$ cat config.mk
export PLATFORM = sky130hd
export DESIGN_NAME = wb_cmd_master_flat
export DESIGN_NICKNAME = d
export VERILOG_FILES = /design/src/rtl/wb_cmd_master_if.sv /design/src/rtl/wb_cmd_master.sv /design/src/flat_wrapper.sv
export SDC_FILE = /design/constraint.sdc
export NUM_CORES = 1
export LEC_CHECK = 0
export ABC_CLOCK_PERIOD_IN_PS = 3150
export CAP_MARGIN = 10
export CORE_ASPECT_RATIO = 0.5
export CORE_MARGIN = 10
export CORE_UTILIZATION = 30
export CTS_CLUSTER_DIAMETER = 120
export DETAILED_ROUTE_END_ITERATION = 8
export PLACE_DENSITY_LB_ADDON = 0.25
export SLEW_MARGIN = 5
export SYNTH_ARGS = -nofsm -noshare
export SYNTH_HDL_FRONTEND = slang
export SYNTH_SLANG_ARGS = --single-unit
$ cat constraint.sdc
create_clock -name clk_125m -period 3.15 [get_ports clk_125m]
set_input_delay 0.63 -clock clk_125m [delete_from_list [all_inputs] [get_ports clk_125m]]
set_output_delay 0.63 -clock clk_125m [all_outputs]
set_load 0.005 [all_outputs]
$ cat src/rtl/wb_cmd_master_if.sv
// wb_cmd_master_if
// Bundles the three channels seen by the Wishbone command master:
//   cmd_* : host command stream (valid/ready, we, adr, dat)
//   rsp_* : per-command response (valid/ready, dat, 2-bit status)
//   wb_*  : Wishbone classic bus towards the slave
// Modport master is the block itself; modport slave is its environment
// (host plus Wishbone slave).
interface wb_cmd_master_if #(
  parameter int ADDR_W = 32,
  parameter int DATA_W = 32
);
  logic              cmd_valid;
  logic              cmd_ready;
  logic              cmd_we;
  logic [ADDR_W-1:0] cmd_adr;
  logic [DATA_W-1:0] cmd_dat;

  logic              rsp_valid;
  logic              rsp_ready;
  logic [DATA_W-1:0] rsp_dat;
  logic [1:0]        rsp_status;

  logic                wb_cyc_o;
  logic                wb_stb_o;
  logic                wb_we_o;
  logic [ADDR_W-1:0]   wb_adr_o;
  logic [DATA_W-1:0]   wb_dat_o;
  logic [DATA_W/8-1:0] wb_sel_o;
  logic [DATA_W-1:0]   wb_dat_i;
  logic                wb_ack_i;
  logic                wb_err_i;

  modport master (
    input  cmd_valid, cmd_we, cmd_adr, cmd_dat,
    output cmd_ready,
    output rsp_valid, rsp_dat, rsp_status,
    input  rsp_ready,
    output wb_cyc_o, wb_stb_o, wb_we_o, wb_adr_o, wb_dat_o, wb_sel_o,
    input  wb_dat_i, wb_ack_i, wb_err_i
  );

  modport slave (
    output cmd_valid, cmd_we, cmd_adr, cmd_dat,
    input  cmd_ready,
    input  rsp_valid, rsp_dat, rsp_status,
    output rsp_ready,
    input  wb_cyc_o, wb_stb_o, wb_we_o, wb_adr_o, wb_dat_o, wb_sel_o,
    output wb_dat_i, wb_ack_i, wb_err_i
  );
endinterface

$ cat src/rtl/wb_cmd_master.sv
// wb_cmd_master
// Wishbone classic master that executes queued single read/write commands.
// Commands enter a DEPTH-deep FIFO, are issued one at a time, and each one
// returns exactly one response (read data + status: 00 ok, 01 bus error,
// 10 timeout). A transaction without ack/err for TIMEOUT cycles is aborted.
// Ports:
//   clk_125m, rst_n : clock, asynchronous active-low reset
//   bus             : wb_cmd_master_if.master (cmd_*, rsp_*, wb_* signals)
//   busy            : FIFO non-empty or a transaction/response outstanding
//   fifo_level      : number of commands currently queued
module wb_cmd_master #(
  parameter int ADDR_W  = 32,
  parameter int DATA_W  = 32,
  parameter int DEPTH   = 4,
  parameter int TIMEOUT = 255
) (
  input  logic                   clk_125m,
  input  logic                   rst_n,
  wb_cmd_master_if.master        bus,
  output logic                   busy,
  output logic [$clog2(DEPTH):0] fifo_level
);
  localparam int PTR_W = $clog2(DEPTH);
  localparam int LVL_W = PTR_W + 1;
  localparam int CNT_W = $clog2(TIMEOUT + 1);
  localparam int ENT_W = 1 + ADDR_W + DATA_W;

  localparam logic [LVL_W-1:0] LVL_FULL = LVL_W'(DEPTH);
  localparam logic [LVL_W-1:0] LVL_ZERO = {LVL_W{1'b0}};
  localparam logic [CNT_W-1:0] CNT_LAST = CNT_W'(TIMEOUT - 1);

  localparam logic [1:0] ST_IDLE = 2'b00;
  localparam logic [1:0] ST_BUS  = 2'b01;
  localparam logic [1:0] ST_RSP  = 2'b10;

  localparam logic [1:0] RSP_OK  = 2'b00;
  localparam logic [1:0] RSP_ERR = 2'b01;
  localparam logic [1:0] RSP_TMO = 2'b10;

  logic [ENT_W-1:0] mem_r [DEPTH];
  logic [PTR_W-1:0] wr_ptr_r;
  logic [PTR_W-1:0] rd_ptr_r;
  logic [1:0]       state_r;
  logic [CNT_W-1:0] cnt_r;
  // One-cycle arming flag: IDLE spends one cycle arming before it issues,
  // which sets both the push-to-strobe latency and the post-response gap.
  logic             go_r;

  logic             push_s;
  logic             issue_s;
  logic             hit_s;
  logic             tmo_s;
  logic             hs_s;
  logic [LVL_W-1:0] level_next_s;
  logic [1:0]       state_next_s;
  logic [ENT_W-1:0] head_s;

  // Handshake decode, FIFO level and FSM next-state.
  always_comb begin
    push_s       = bus.cmd_valid & bus.cmd_ready;
    issue_s      = (state_r == ST_IDLE) & go_r & (fifo_level != LVL_ZERO);
    hit_s        = (state_r == ST_BUS) & (bus.wb_ack_i | bus.wb_err_i);
    tmo_s        = (state_r == ST_BUS) & ~(bus.wb_ack_i | bus.wb_err_i) & (cnt_r == CNT_LAST);
    hs_s         = (state_r == ST_RSP) & bus.rsp_valid & bus.rsp_ready;
    level_next_s = fifo_level + LVL_W'(push_s) - LVL_W'(issue_s);
    head_s       = mem_r[rd_ptr_r];
    case (state_r)
      ST_IDLE: begin
        if (issue_s) state_next_s = ST_BUS;
        else         state_next_s = ST_IDLE;
      end
      ST_BUS: begin
        if (hit_s | tmo_s) state_next_s = ST_RSP;
        else               state_next_s = ST_BUS;
      end
      ST_RSP: begin
        if (hs_s) state_next_s = ST_IDLE;
        else      state_next_s = ST_RSP;
      end
      default: state_next_s = ST_IDLE;
    endcase
  end

  // FIFO storage; contents need no reset because the level gates every read.
  always_ff @(posedge clk_125m) begin
    if (push_s) mem_r[wr_ptr_r] <= {bus.cmd_we, bus.cmd_adr, bus.cmd_dat};
  end

  // FIFO pointers/level, status outputs, FSM and Wishbone/response registers.
  always_ff @(posedge clk_125m or negedge rst_n) begin
    if (!rst_n) begin
      wr_ptr_r       <= {PTR_W{1'b0}};
      rd_ptr_r       <= {PTR_W{1'b0}};
      fifo_level     <= LVL_ZERO;
      bus.cmd_ready  <= 1'b0;
      busy           <= 1'b0;
      state_r        <= ST_IDLE;
      go_r           <= 1'b0;
      cnt_r          <= {CNT_W{1'b0}};
      bus.wb_cyc_o   <= 1'b0;
      bus.wb_stb_o   <= 1'b0;
      bus.wb_we_o    <= 1'b0;
      bus.wb_adr_o   <= {ADDR_W{1'b0}};
      bus.wb_dat_o   <= {DATA_W{1'b0}};
      bus.wb_sel_o   <= {(DATA_W/8){1'b1}};
      bus.rsp_valid  <= 1'b0;
      bus.rsp_dat    <= {DATA_W{1'b0}};
      bus.rsp_status <= RSP_OK;
    end else begin
      if (push_s)  wr_ptr_r <= wr_ptr_r + PTR_W'(1'b1);
      if (issue_s) rd_ptr_r <= rd_ptr_r + PTR_W'(1'b1);
      fifo_level    <= level_next_s;
      // Ready looks at the post-edge level, so a pop never frees a slot
      // for a push in the same cycle.
      bus.cmd_ready <= (level_next_s != LVL_FULL);
      busy          <= (level_next_s != LVL_ZERO) | (state_next_s != ST_IDLE);
      bus.wb_sel_o  <= {(DATA_W/8){1'b1}};
      go_r          <= (state_r == ST_IDLE) & ~go_r & (fifo_level != LVL_ZERO);
      state_r       <= state_next_s;
      case (state_r)
        ST_IDLE: begin
          if (issue_s) begin
            {bus.wb_we_o, bus.wb_adr_o, bus.wb_dat_o} <= head_s;
            bus.wb_cyc_o <= 1'b1;
            bus.wb_stb_o <= 1'b1;
            cnt_r        <= {CNT_W{1'b0}};
          end
        end
        ST_BUS: begin
          if (hit_s | tmo_s) begin
            bus.wb_cyc_o  <= 1'b0;
            bus.wb_stb_o  <= 1'b0;
            bus.rsp_valid <= 1'b1;
            // err wins over ack; ack/err both win over a same-cycle timeout
            if (bus.wb_err_i) begin
              bus.rsp_status <= RSP_ERR;
              bus.rsp_dat    <= {DATA_W{1'b0}};
            end else if (bus.wb_ack_i) begin
              bus.rsp_status <= RSP_OK;
              bus.rsp_dat    <= bus.wb_we_o ? {DATA_W{1'b0}} : bus.wb_dat_i;
            end else begin
              bus.rsp_status <= RSP_TMO;
              bus.rsp_dat    <= {DATA_W{1'b0}};
            end
          end else begin
            cnt_r <= cnt_r + CNT_W'(1'b1);
          end
        end
        ST_RSP: begin
          if (hs_s) bus.rsp_valid <= 1'b0;
        end
        default: begin
          bus.wb_cyc_o  <= 1'b0;
          bus.wb_stb_o  <= 1'b0;
          bus.rsp_valid <= 1'b0;
        end
      endcase
    end
  end
endmodule

$ cat src/flat_wrapper.sv
// flat-port wrapper written by rule: the top's interface ports become plain ports
module wb_cmd_master_flat 
#(
  parameter int ADDR_W  = 32,
  parameter int DATA_W  = 32,
  parameter int DEPTH   = 4,
  parameter int TIMEOUT = 255
)
  (clk_125m, rst_n, busy, fifo_level, bus_cmd_valid, bus_cmd_we, bus_cmd_adr, bus_cmd_dat, bus_cmd_ready, bus_rsp_valid, bus_rsp_dat, bus_rsp_status, bus_rsp_ready, bus_wb_cyc_o, bus_wb_stb_o, bus_wb_we_o, bus_wb_adr_o, bus_wb_dat_o, bus_wb_sel_o, bus_wb_dat_i, bus_wb_ack_i, bus_wb_err_i);
  wb_cmd_master_if #(.ADDR_W(ADDR_W), .DATA_W(DATA_W)) bus_i ();
  input  logic clk_125m;
  input  logic rst_n;
  output logic busy;
  output logic [$clog2(DEPTH):0] fifo_level;
  input wire logic [$bits(bus_i.cmd_valid)-1:0] bus_cmd_valid;
  input wire logic [$bits(bus_i.cmd_we)-1:0] bus_cmd_we;
  input wire logic [$bits(bus_i.cmd_adr)-1:0] bus_cmd_adr;
  input wire logic [$bits(bus_i.cmd_dat)-1:0] bus_cmd_dat;
  output wire logic [$bits(bus_i.cmd_ready)-1:0] bus_cmd_ready;
  output wire logic [$bits(bus_i.rsp_valid)-1:0] bus_rsp_valid;
  output wire logic [$bits(bus_i.rsp_dat)-1:0] bus_rsp_dat;
  output wire logic [$bits(bus_i.rsp_status)-1:0] bus_rsp_status;
  input wire logic [$bits(bus_i.rsp_ready)-1:0] bus_rsp_ready;
  output wire logic [$bits(bus_i.wb_cyc_o)-1:0] bus_wb_cyc_o;
  output wire logic [$bits(bus_i.wb_stb_o)-1:0] bus_wb_stb_o;
  output wire logic [$bits(bus_i.wb_we_o)-1:0] bus_wb_we_o;
  output wire logic [$bits(bus_i.wb_adr_o)-1:0] bus_wb_adr_o;
  output wire logic [$bits(bus_i.wb_dat_o)-1:0] bus_wb_dat_o;
  output wire logic [$bits(bus_i.wb_sel_o)-1:0] bus_wb_sel_o;
  input wire logic [$bits(bus_i.wb_dat_i)-1:0] bus_wb_dat_i;
  input wire logic [$bits(bus_i.wb_ack_i)-1:0] bus_wb_ack_i;
  input wire logic [$bits(bus_i.wb_err_i)-1:0] bus_wb_err_i;
  assign bus_i.cmd_valid = bus_cmd_valid;
  assign bus_i.cmd_we = bus_cmd_we;
  assign bus_i.cmd_adr = bus_cmd_adr;
  assign bus_i.cmd_dat = bus_cmd_dat;
  assign bus_cmd_ready = bus_i.cmd_ready;
  assign bus_rsp_valid = bus_i.rsp_valid;
  assign bus_rsp_dat = bus_i.rsp_dat;
  assign bus_rsp_status = bus_i.rsp_status;
  assign bus_i.rsp_ready = bus_rsp_ready;
  assign bus_wb_cyc_o = bus_i.wb_cyc_o;
  assign bus_wb_stb_o = bus_i.wb_stb_o;
  assign bus_wb_we_o = bus_i.wb_we_o;
  assign bus_wb_adr_o = bus_i.wb_adr_o;
  assign bus_wb_dat_o = bus_i.wb_dat_o;
  assign bus_wb_sel_o = bus_i.wb_sel_o;
  assign bus_i.wb_dat_i = bus_wb_dat_i;
  assign bus_i.wb_ack_i = bus_wb_ack_i;
  assign bus_i.wb_err_i = bus_wb_err_i;
  wb_cmd_master #(.ADDR_W(ADDR_W), .DATA_W(DATA_W), .DEPTH(DEPTH), .TIMEOUT(TIMEOUT)) u_core (.clk_125m(clk_125m), .rst_n(rst_n), .bus(bus_i), .busy(busy), .fifo_level(fifo_level));
endmodule
* Word-level counts from Yosys, hierarchy flattened
Memories as Yosys holds them, arrays and structs flattened. A register that Yosys moved wholly into a read port is not among the register bits.
Cells that the tools add are included.
** Storage, ports and cells
- Register bits after elaboration :: 56
- RAM bits :: 260
- Memories :: 1
** Operators by class
- $add $sub $neg :: 5
- Equality and inequality tests :: 8
- Multiplexer cells :: 20
- Bitwise operators :: 17
- Reduce and logical (&&, ||, !) cells :: 11
** Memories
- u_core.mem_r :: depth 4, width 65, read ports 1, clocked after memory_dff 1, write ports 1, line wb_cmd_master.sv:40 : logic [ENT_W-1:0] mem_r [DEPTH];
** Operators by type and width (count)
- 32-bit two-way mux :: 3
- 8-bit two-way mux :: 2
- 8-bit one-hot mux with 2 select lines :: 1
- 1-bit bitwise AND :: 10
- 3-bit AND reduction :: 3
- 8-bit by 1-bit adder with 8-bit output, second input constant :: 1
- 8-bit == test, second input constant :: 1
- 2-bit two-way mux :: 4
- 1-bit two-way mux :: 7
- 1-bit one-hot mux with 3 select lines :: 2
- 2-bit one-hot mux with 3 select lines :: 1
- 3-bit nonzero test :: 2
- 2-bit by 1-bit adder with 2-bit output, second input constant :: 2
- 2-bit by 1-bit inequality test with 1-bit output, second input constant :: 2
- 2-bit inequality test, second input constant :: 2
- 1-bit NOT :: 4
- 2-bit AND reduction :: 2
- 2-bit nonzero test :: 2
- 3-bit by 1-bit adder with 3-bit output :: 1
- 3-bit inequality test, second input constant :: 1
- 1-bit OR :: 3
- 3-bit by 1-bit subtractor with 3-bit output :: 1
- 2-bit by 1-bit == test with 1-bit output, second input constant :: 1
- 2-bit == test, second input constant :: 1
- 2 further kinds :: 2

* Depth between registers and ports, before layout
Gate-level depths: netlist of run 1.
- Depth in word-level cells :: 9
- Mapped depth :: 12
- Depth with buffers taken out :: 11

* Least setup slack after synthesis of run 1
Ideal clock, no wire load.
- Path kind :: flip-flop to flip-flop
- From :: reg u_core.fifo_level[1]
- To :: reg u_core.busy
- Data arrival time :: 2510 ps
- Setup slack :: 507 ps
- Stages on the path, launching flop included :: 13
- Path buffers :: 1
- Cell sequence :: dfrtp_1 > nor3_1 > nand3b_4 > inv_2 > clkbuf_1 > ha_1 > inv_1 > ha_1 > fa_1 > xnor2_1 > xnor2_1 > nor3_1 > nand4_1
** RTL lines
- start: declaration :: line wb_cmd_master.sv:21 : output logic [$clog2(DEPTH):0] fifo_level
- start signal: assignment :: line wb_cmd_master.sv:112 : fifo_level <= level_next_s;
- 3-bit nonzero test :: line wb_cmd_master.sv:61 : issue_s = (state_r == ST_IDLE) & go_r & (fifo_level != LVL_ZERO);
- 1-bit bitwise AND :: line wb_cmd_master.sv:61
- net u_core.issue_s :: line wb_cmd_master.sv:50 : logic issue_s;
- 3-bit by 1-bit subtractor with 3-bit output :: line wb_cmd_master.sv:65 : level_next_s = fifo_level + LVL_W'(push_s) - LVL_W'(issue_s);
- net u_core.level_next_s[2] :: line wb_cmd_master.sv:54 : logic [LVL_W-1:0] level_next_s;
- 3-bit nonzero test :: line wb_cmd_master.sv:116 : busy <= (level_next_s != LVL_ZERO) | (state_next_s != ST_IDLE);
- 1-bit OR :: line wb_cmd_master.sv:116
- end signal: assignment :: line wb_cmd_master.sv:116
- end: declaration :: line wb_cmd_master.sv:20 : output logic busy,
The timed path passes the listed nets, and every way through them passes these cells.
A chain may end at the register's enable or synchronous reset.

* Final worst setup path of run 1
- From :: reg u_core.fifo_level[1]
- To :: reg u_core.busy
** RTL lines (line)
- branches (longest 2 deep; another with 3-bit by 1-bit adder with 3-bit output)
- 3-bit by 1-bit subtractor with 3-bit output (*) :: wb_cmd_master.sv:65
- net u_core.level_next_s[2] :: wb_cmd_master.sv:54
- 3-bit nonzero test (*) :: wb_cmd_master.sv:116
- 1-bit OR (*) :: wb_cmd_master.sv:116
Mark *: on every way through the listed nets, which the timed path passes.

==> results.cfg, run 1 <==
[min_path]
worst_hold_path_type = primary input to async pin

[layout]
layout.nets = 1087
fillCellCount = 4272
layout_commonest_cell = edfxtp_1
final_cells = 1642
drive_gt1_share_pct = 22.6
area_growth_pct = 29.9
multi_input_area_um2 = 3250
utilization_pct = 39.7
layout_common_cells = edfxtp_1 (260), clkdlybuf4s50_1 (208), dfrtp_1 (119)
regArea_um2 = 10800
diodes = 0

[pwr]
p_leak_uw = 0.00678
power_frac_seq_pct = 43.4
comb_power_share_pct = 30.6
clkPwrFrac_pct = 26.0
p_int_uw = 12500
peakVddDrop_mv = 0.411
sw_frac_of_total_pct = 27.6
switching_power_uw = 4780
p_per_area_nw_per_um2 = 924

[floorplanning]
start_util_pct = 30.6
die_h_um = 175
die_area_um2 = 57600
die_width_um = 330
coreArea_um2 = 47100
std_cell_rows = 56
ios = 214

[timing]
min_period_ns = 2.60
tightestPinTransition_ns = 0.648
rsz0062_at_grt = no
setup_tns_ns = 0
drv_slew = 0
finalSetupViolations = 0
skew_ns = 0.0150
fin_crit_sh_pct = 82.5
timing.slew.headroom_pct = 56.8
whs_ns = 0.0677
hold_viol = 0
fmaxAchievable_ghz = 0.385

[synth]
async_flop_share_pct = 31.8
yosysWarnings = 0
ys_ff_latch = 381
syn_avg_cell_area_um2 = 19.6
syn_inst = 733
synth_flop_cell = edfxtp_1
seq_area_frac_synth_pct = 75.3
syn-cell-area_um2 = 14400
synth_cell_type_count = 40
synth_edf_count = 260

[clocking]
post_cts_buffers = 0
clk_pin_slew_ns = 0.06
cts_hold_buf = 0
clk_latency_ns = 0.54
cts-buffers-inserted = 37
cts_tree = yes
cts_max_level = 2
cts_sinks = 381
cts_root_buf = clkbuf_16
cts.path.max_buffers = 3
cts_resized = 0

[setup_path]
slowest_stage = fa_1
worstPathArrival_ns = 3.01
critPathCaptureType = flop
path_max_fanout = 8
crit_chain = nor3_1 > nand3b_4 > inv_2 > ha_1 > inv_1 > ha_1 > fa_1 > xnor2_1 > xnor2_1 > nor3_1 > nand4_1
crit_family = adder cells
cp-start-kind = flop
critPathKind = flop to flop
worst_ep_required_time_ns = 3.56
path_buf_inv = 2
slowest_delay_ns = 0.42

[grt]
grt_use_total_pct = 11.2
grt-ovfl-total = 0
grt_max_degree = 57
grt_antenna_before_repair = 0
grt_pass1_wl_mm = 50.1
grt_pass1_vias = 8108

[run]
maxCapViolations = 0

[route]
wire_per_inst_um = 19.8
drcViolationCount = 0
vias = 7243
drt_iter0_drc = 271
routed_via_density = 4.41
ant_nets = 0
wl_mm = 32.5
drtPass1Iterations = 4

[place]
place_hpwl_mm = 21.5
placement.io_buffers = 209
gp_congestion = 0.715
place_inst = 1574

[run_status]
status = finished clean
-- through the flow --
stage,area (um^2),total power [uW],worst slack (ns)
finish,18700,17300,0.550
global route,18700,18300,0.269
CTS,18700,17700,0.540
detailed placement,17500,13100,0.448
global placement,17500,13000,0.519
floorplan,14400,10300,0.507
-- sequential cells by signal (all words and copies together), names as in the netlist --
signal                 cells
u_core.rd_ptr_r            2
u_core.wr_ptr_r            2
u_core.bus.wb_stb_o        1
u_core.bus.rsp_dat        32
u_core.bus.rsp_valid       1
u_core.bus.cmd_ready       1
u_core.go_r                1
u_core.bus.wb_we_o         1
u_core.bus.wb_adr_o       32
u_core.state_r             2
u_core.bus.rsp_status      2
u_core.cnt_r               8
u_core.bus.wb_dat_o       32
u_core.mem_r             260
u_core.fifo_level          3
u_core.busy                1
-- cells by family after synthesis --
group	count (synthesis)	share of synthesized area, %
mux	165	17.7
simple gates	80	2.76
xor+xnor	5	0.304
fa+ha+maj	9	0.835
flops	381	75.3
buf+inv	77	2.33
other cells	1	0.0261
compound gates	15	0.722
-- metal layers --
metal,part of all wire (%),global-route usage (%),up-vias
met5,0,0,-
met2,57,21.8,111
met1,38,12.4,3814
met3,3.7,2.13,42
li1,-,-,3276
met4,1.7,2.82,0
-- cell usage after synthesis, types with 2 or more instances --
cell       number  share of area [%]
nor2_1          8               0.21
buf_2          13               0.45
mux2_2         66                5.2
a211o_1         2               0.12
nand2_1        45                1.2
and3_1          5               0.22
o21ai_0         4               0.14
edfxtp_1      260                 54
ha_1            8               0.70
nand3_1         5               0.17
buf_1           2              0.052
or4b_4          2               0.19
o2bb2ai_1       2               0.12
dfrtp_1       121                 21
xnor2_1         5               0.30
inv_1          42                1.1
a21oi_1         2              0.070
nor3_1          4               0.14
mux4_2         65                 10
nand4_1         2              0.087
buf_4           8               0.42
mux2i_1        34                2.4
clkbuf_1       11               0.29
-- power groups by stage --
stage | clock (uW) | combinational (uW) | sequential, uW
3_5_place_dp | 0 | 5460 | 7650
4_1_cts | 4660 | 5470 | 7550
3_3_place_gp | 0 | 5380 | 7590
6_report | 4480 | 5290 | 7500
2_1_floorplan | 0 | 2930 | 7380
5_1_grt | 4850 | 5750 | 7670
-- layout make-up --
type	instances	share of cell area (%)
inverters	43	0.864
clock inverters	19	1.22
well taps	638	4.27
repair buffers	234	12.9
flip-flops and latches	381	58.0
multi-input cells	278	17.4
clock buffers	49	5.36
-- worst reg2reg max path, stage by stage, from the launching register on --
cell and delay, ns:
dfrtp_1 0.40, nor3_1 0.28, nand3b_4 0.26, inv_2 0.05, ha_1 0.26, inv_1 0.04, ha_1 0.19, fa_1 0.42
xnor2_1 0.15, xnor2_1 0.16, nor3_1 0.15, nand4_1 0.12
-- path summary, 6_finish.rpt --
path                                                start                                end  slack [ns]  depth (start not counted)
min reg2reg                   u_core.cnt_r[6]$_DFFE_PN0P_        u_core.cnt_r[6]$_DFFE_PN0P_        0.48                          1
max                        u_core.fifo_level[1]$_DFF_PN0_              u_core.busy$_DFF_PN0_        0.55                         11
max in group asynchronous                           rst_n     u_core.rd_ptr_r[1]$_DFFE_PN0P_        2.30                          2
min                                                 rst_n  u_core.bus.rsp_dat[4]$_DFFE_PN0P_        0.07                          1
max reg2reg                u_core.fifo_level[1]$_DFF_PN0_              u_core.busy$_DFF_PN0_        0.55                         11
min in group clk_125m         u_core.cnt_r[6]$_DFFE_PN0P_        u_core.cnt_r[6]$_DFFE_PN0P_        0.48                          1
No activity file was read; power rests on OpenSTA's default activity.
==> inputs of run 2 (changes only) <==
--- a/config.mk
+++ b/config.mk
@@ -5,7 +5,7 @@
 export SDC_FILE = /design/constraint.sdc
 export NUM_CORES = 1
 export LEC_CHECK = 0
-export ABC_CLOCK_PERIOD_IN_PS = 3150
+export ABC_CLOCK_PERIOD_IN_PS = 2390
 export CAP_MARGIN = 10
 export CORE_ASPECT_RATIO = 0.5
 export CORE_MARGIN = 10
==> constraint.sdc (replaced) <==
create_clock -name clk_125m -period 2.39 [get_ports clk_125m]
set_input_delay 0.478 -clock clk_125m [delete_from_list [all_inputs] [get_ports clk_125m]]
set_output_delay 0.478 -clock clk_125m [all_outputs]
set_load 0.005 [all_outputs]
==> results.cfg, run 2 (synthesized netlist as in run 1, its figures left out) <==
[place]
place_hpwl_mm = 20.8
gp_congestion = 0.738
place_ws_ns = 0.0567
placement.io_buffers = 209

[timing]
fin_crit_sh_pct = 96.3
timing.slew.headroom_pct = 63.2
fmaxAchievable_ghz = 0.434
drv_slew = 0
finalSetupViolations = 0
min_period_ns = 2.30
rsz0062_at_grt = no
skew_ns = 0.0201
setup_ws_ns = 0.0877
tightestPinTransition_ns = 0.551
hold_viol = 0

[layout]
largest_reg_flops = 260
fillCellCount = 4223
largest-register = u_core.mem_r
layout_commonest_cell = edfxtp_1
layout.nets = 1099
diodes = 0
utilization_pct = 40.0
drive_gt1_share_pct = 23.9
area_growth_pct = 30.8
layout_common_cells = edfxtp_1 (260), clkdlybuf4s50_1 (208), dfrtp_1 (119)

[pwr]
p_leak_uw = 0.00683
peakVddDrop_mv = 0.551
total_power_uw = 22900
p_per_area_nw_per_um2 = 1220

[clocking]
clk_latency_ns = 0.54
cts-buffers-inserted = 38
clk_pin_slew_ns = 0.06
cts_max_level = 2
cts_sinks = 381
cts.path.max_buffers = 3
cts_root_buf = clkbuf_16
cts_tree = yes

[grt]
grt_pass1_wl_mm = 50.0
grt_max_degree = 68
grt_pass1_vias = 7959
grt-ovfl-total = 0
grt_antenna_before_repair = 0
grt_use_total_pct = 11.3

[route]
drcViolationCount = 0
drt_iter0_drc = 395
drtPass1Iterations = 7
ant_nets = 0
routed_via_density = 4.43
wl_mm = 32.8
wire_per_inst_um = 19.8
vias = 7327

[floorplanning]
die_width_um = 330
coreArea_um2 = 47100
die_h_um = 175
std_cell_rows = 56
die_area_um2 = 57600
ios = 214
start_util_pct = 30.6

[run_status]
status = finished clean

[setup_path]
worstPathArrival_ns = 2.71
cp-start-kind = flop
critPathCaptureType = flop
reg2reg_depth = 11
critPathKind = flop to flop
path_max_fanout = 2
worst_ep_required_time_ns = 2.79

[min_path]
worst_hold_path_type = primary input to async pin

[run]
maxCapViolations = 0
## run 2: cell types whose count changed in the layout (fill, tap and decap cells not counted), sizes merged
cell,previous run,this run
buf,26,36
bufinv,4,2
clkbuf,49,53
clkinv,13,11
dlygate4sd3,0,1
inv,44,45
## run 2: worst paths after layout
kind,startpoint,endpoint,slack [ns]
max in group asynchronous,rst_n,u_core.bus.rsp_dat[20]$_DFFE_PN0P_,1.20
max reg2reg,u_core.fifo_level[1]$_DFF_PN0_,u_core.busy$_DFF_PN0_,0.09
max,u_core.fifo_level[1]$_DFF_PN0_,u_core.busy$_DFF_PN0_,0.09
min in group clk_125m,u_core.cnt_r[6]$_DFFE_PN0P_,u_core.cnt_r[6]$_DFFE_PN0P_,0.48
min reg2reg,u_core.cnt_r[6]$_DFFE_PN0P_,u_core.cnt_r[6]$_DFFE_PN0P_,0.48
min,rst_n,u_core.bus.wb_adr_o[6]$_DFFE_PN0N_,0.44
## run 2: critical path, cell delays in order (launching register included)
cell,delay (ns)
dfrtp_1,0.39
nor3_2,0.20
nand3b_4,0.17
inv_4,0.05
ha_4,0.25
inv_2,0.03
ha_2,0.16
fa_2,0.36
xnor2_2,0.17
xnor2_2,0.15
nor3_2,0.17
nand4_1,0.08
## run 2: cell type report
class | count | area, um^2 | area share (%)
clock inverter | 16 | 158 | 0.838
multi-input combinational | 278 | 3300 | 17.5
sequential | 381 | 10800 | 57.6
timing repair buffer | 245 | 2530 | 13.4
clock buffer | 53 | 1040 | 5.51
tap | 638 | 798 | 4.24
inverter | 43 | 164 | 0.871
## run 2: what timing repair did
item | CTS | global route
endpoints found under the setup margin | 0 | 2
buffers inserted | 0 | 1
gates resized for setup | 0 | 7
endpoints found under the hold margin | 42 | 0
hold buffers | 1 | 0
## run 2: power breakdown
part,leakage [uW],switching (uW),internal (uW)
clock network,0.000583,2450,3280
logic,0.00237,3020,4350
registers,0.00388,888,8930
total,0.00683,6360,16600
## run 2: per-stage QoR
stage	setup TNS, ns	hold WS [ns]	instances	area, um^2
after floorplan	-0.0850	0.182	736	14400
after global placement	0	0.457	1583	17600
after detailed placement	0	0.462	1583	17600
after CTS	0	0.444	1653	18800
after global routing	0	0.473	1654	18800
final	0	0.439	1654	18800
## run 2: layer usage
metal / global-route usage (%) / routed length (um) / vias to the layer above
li1: - / - / 3305
met1: 12.2 / 12300 / 3874
met2: 21.9 / 18700 / 114
met3: 2.46 / 1390 / 34
met4: 2.45 / 384 / 0
met5: 0 / 0 / -
==> inputs of run 3 (changes only) <==
--- a/config.mk
+++ b/config.mk
@@ -6,7 +6,6 @@
 export NUM_CORES = 1
 export LEC_CHECK = 0
 export ABC_CLOCK_PERIOD_IN_PS = 2390
-export CAP_MARGIN = 10
 export CORE_ASPECT_RATIO = 0.5
 export CORE_MARGIN = 10
 export CORE_UTILIZATION = 30
==> results of run 3 <==
No change in the layout: final DEF, timing and power equal those of run 2.
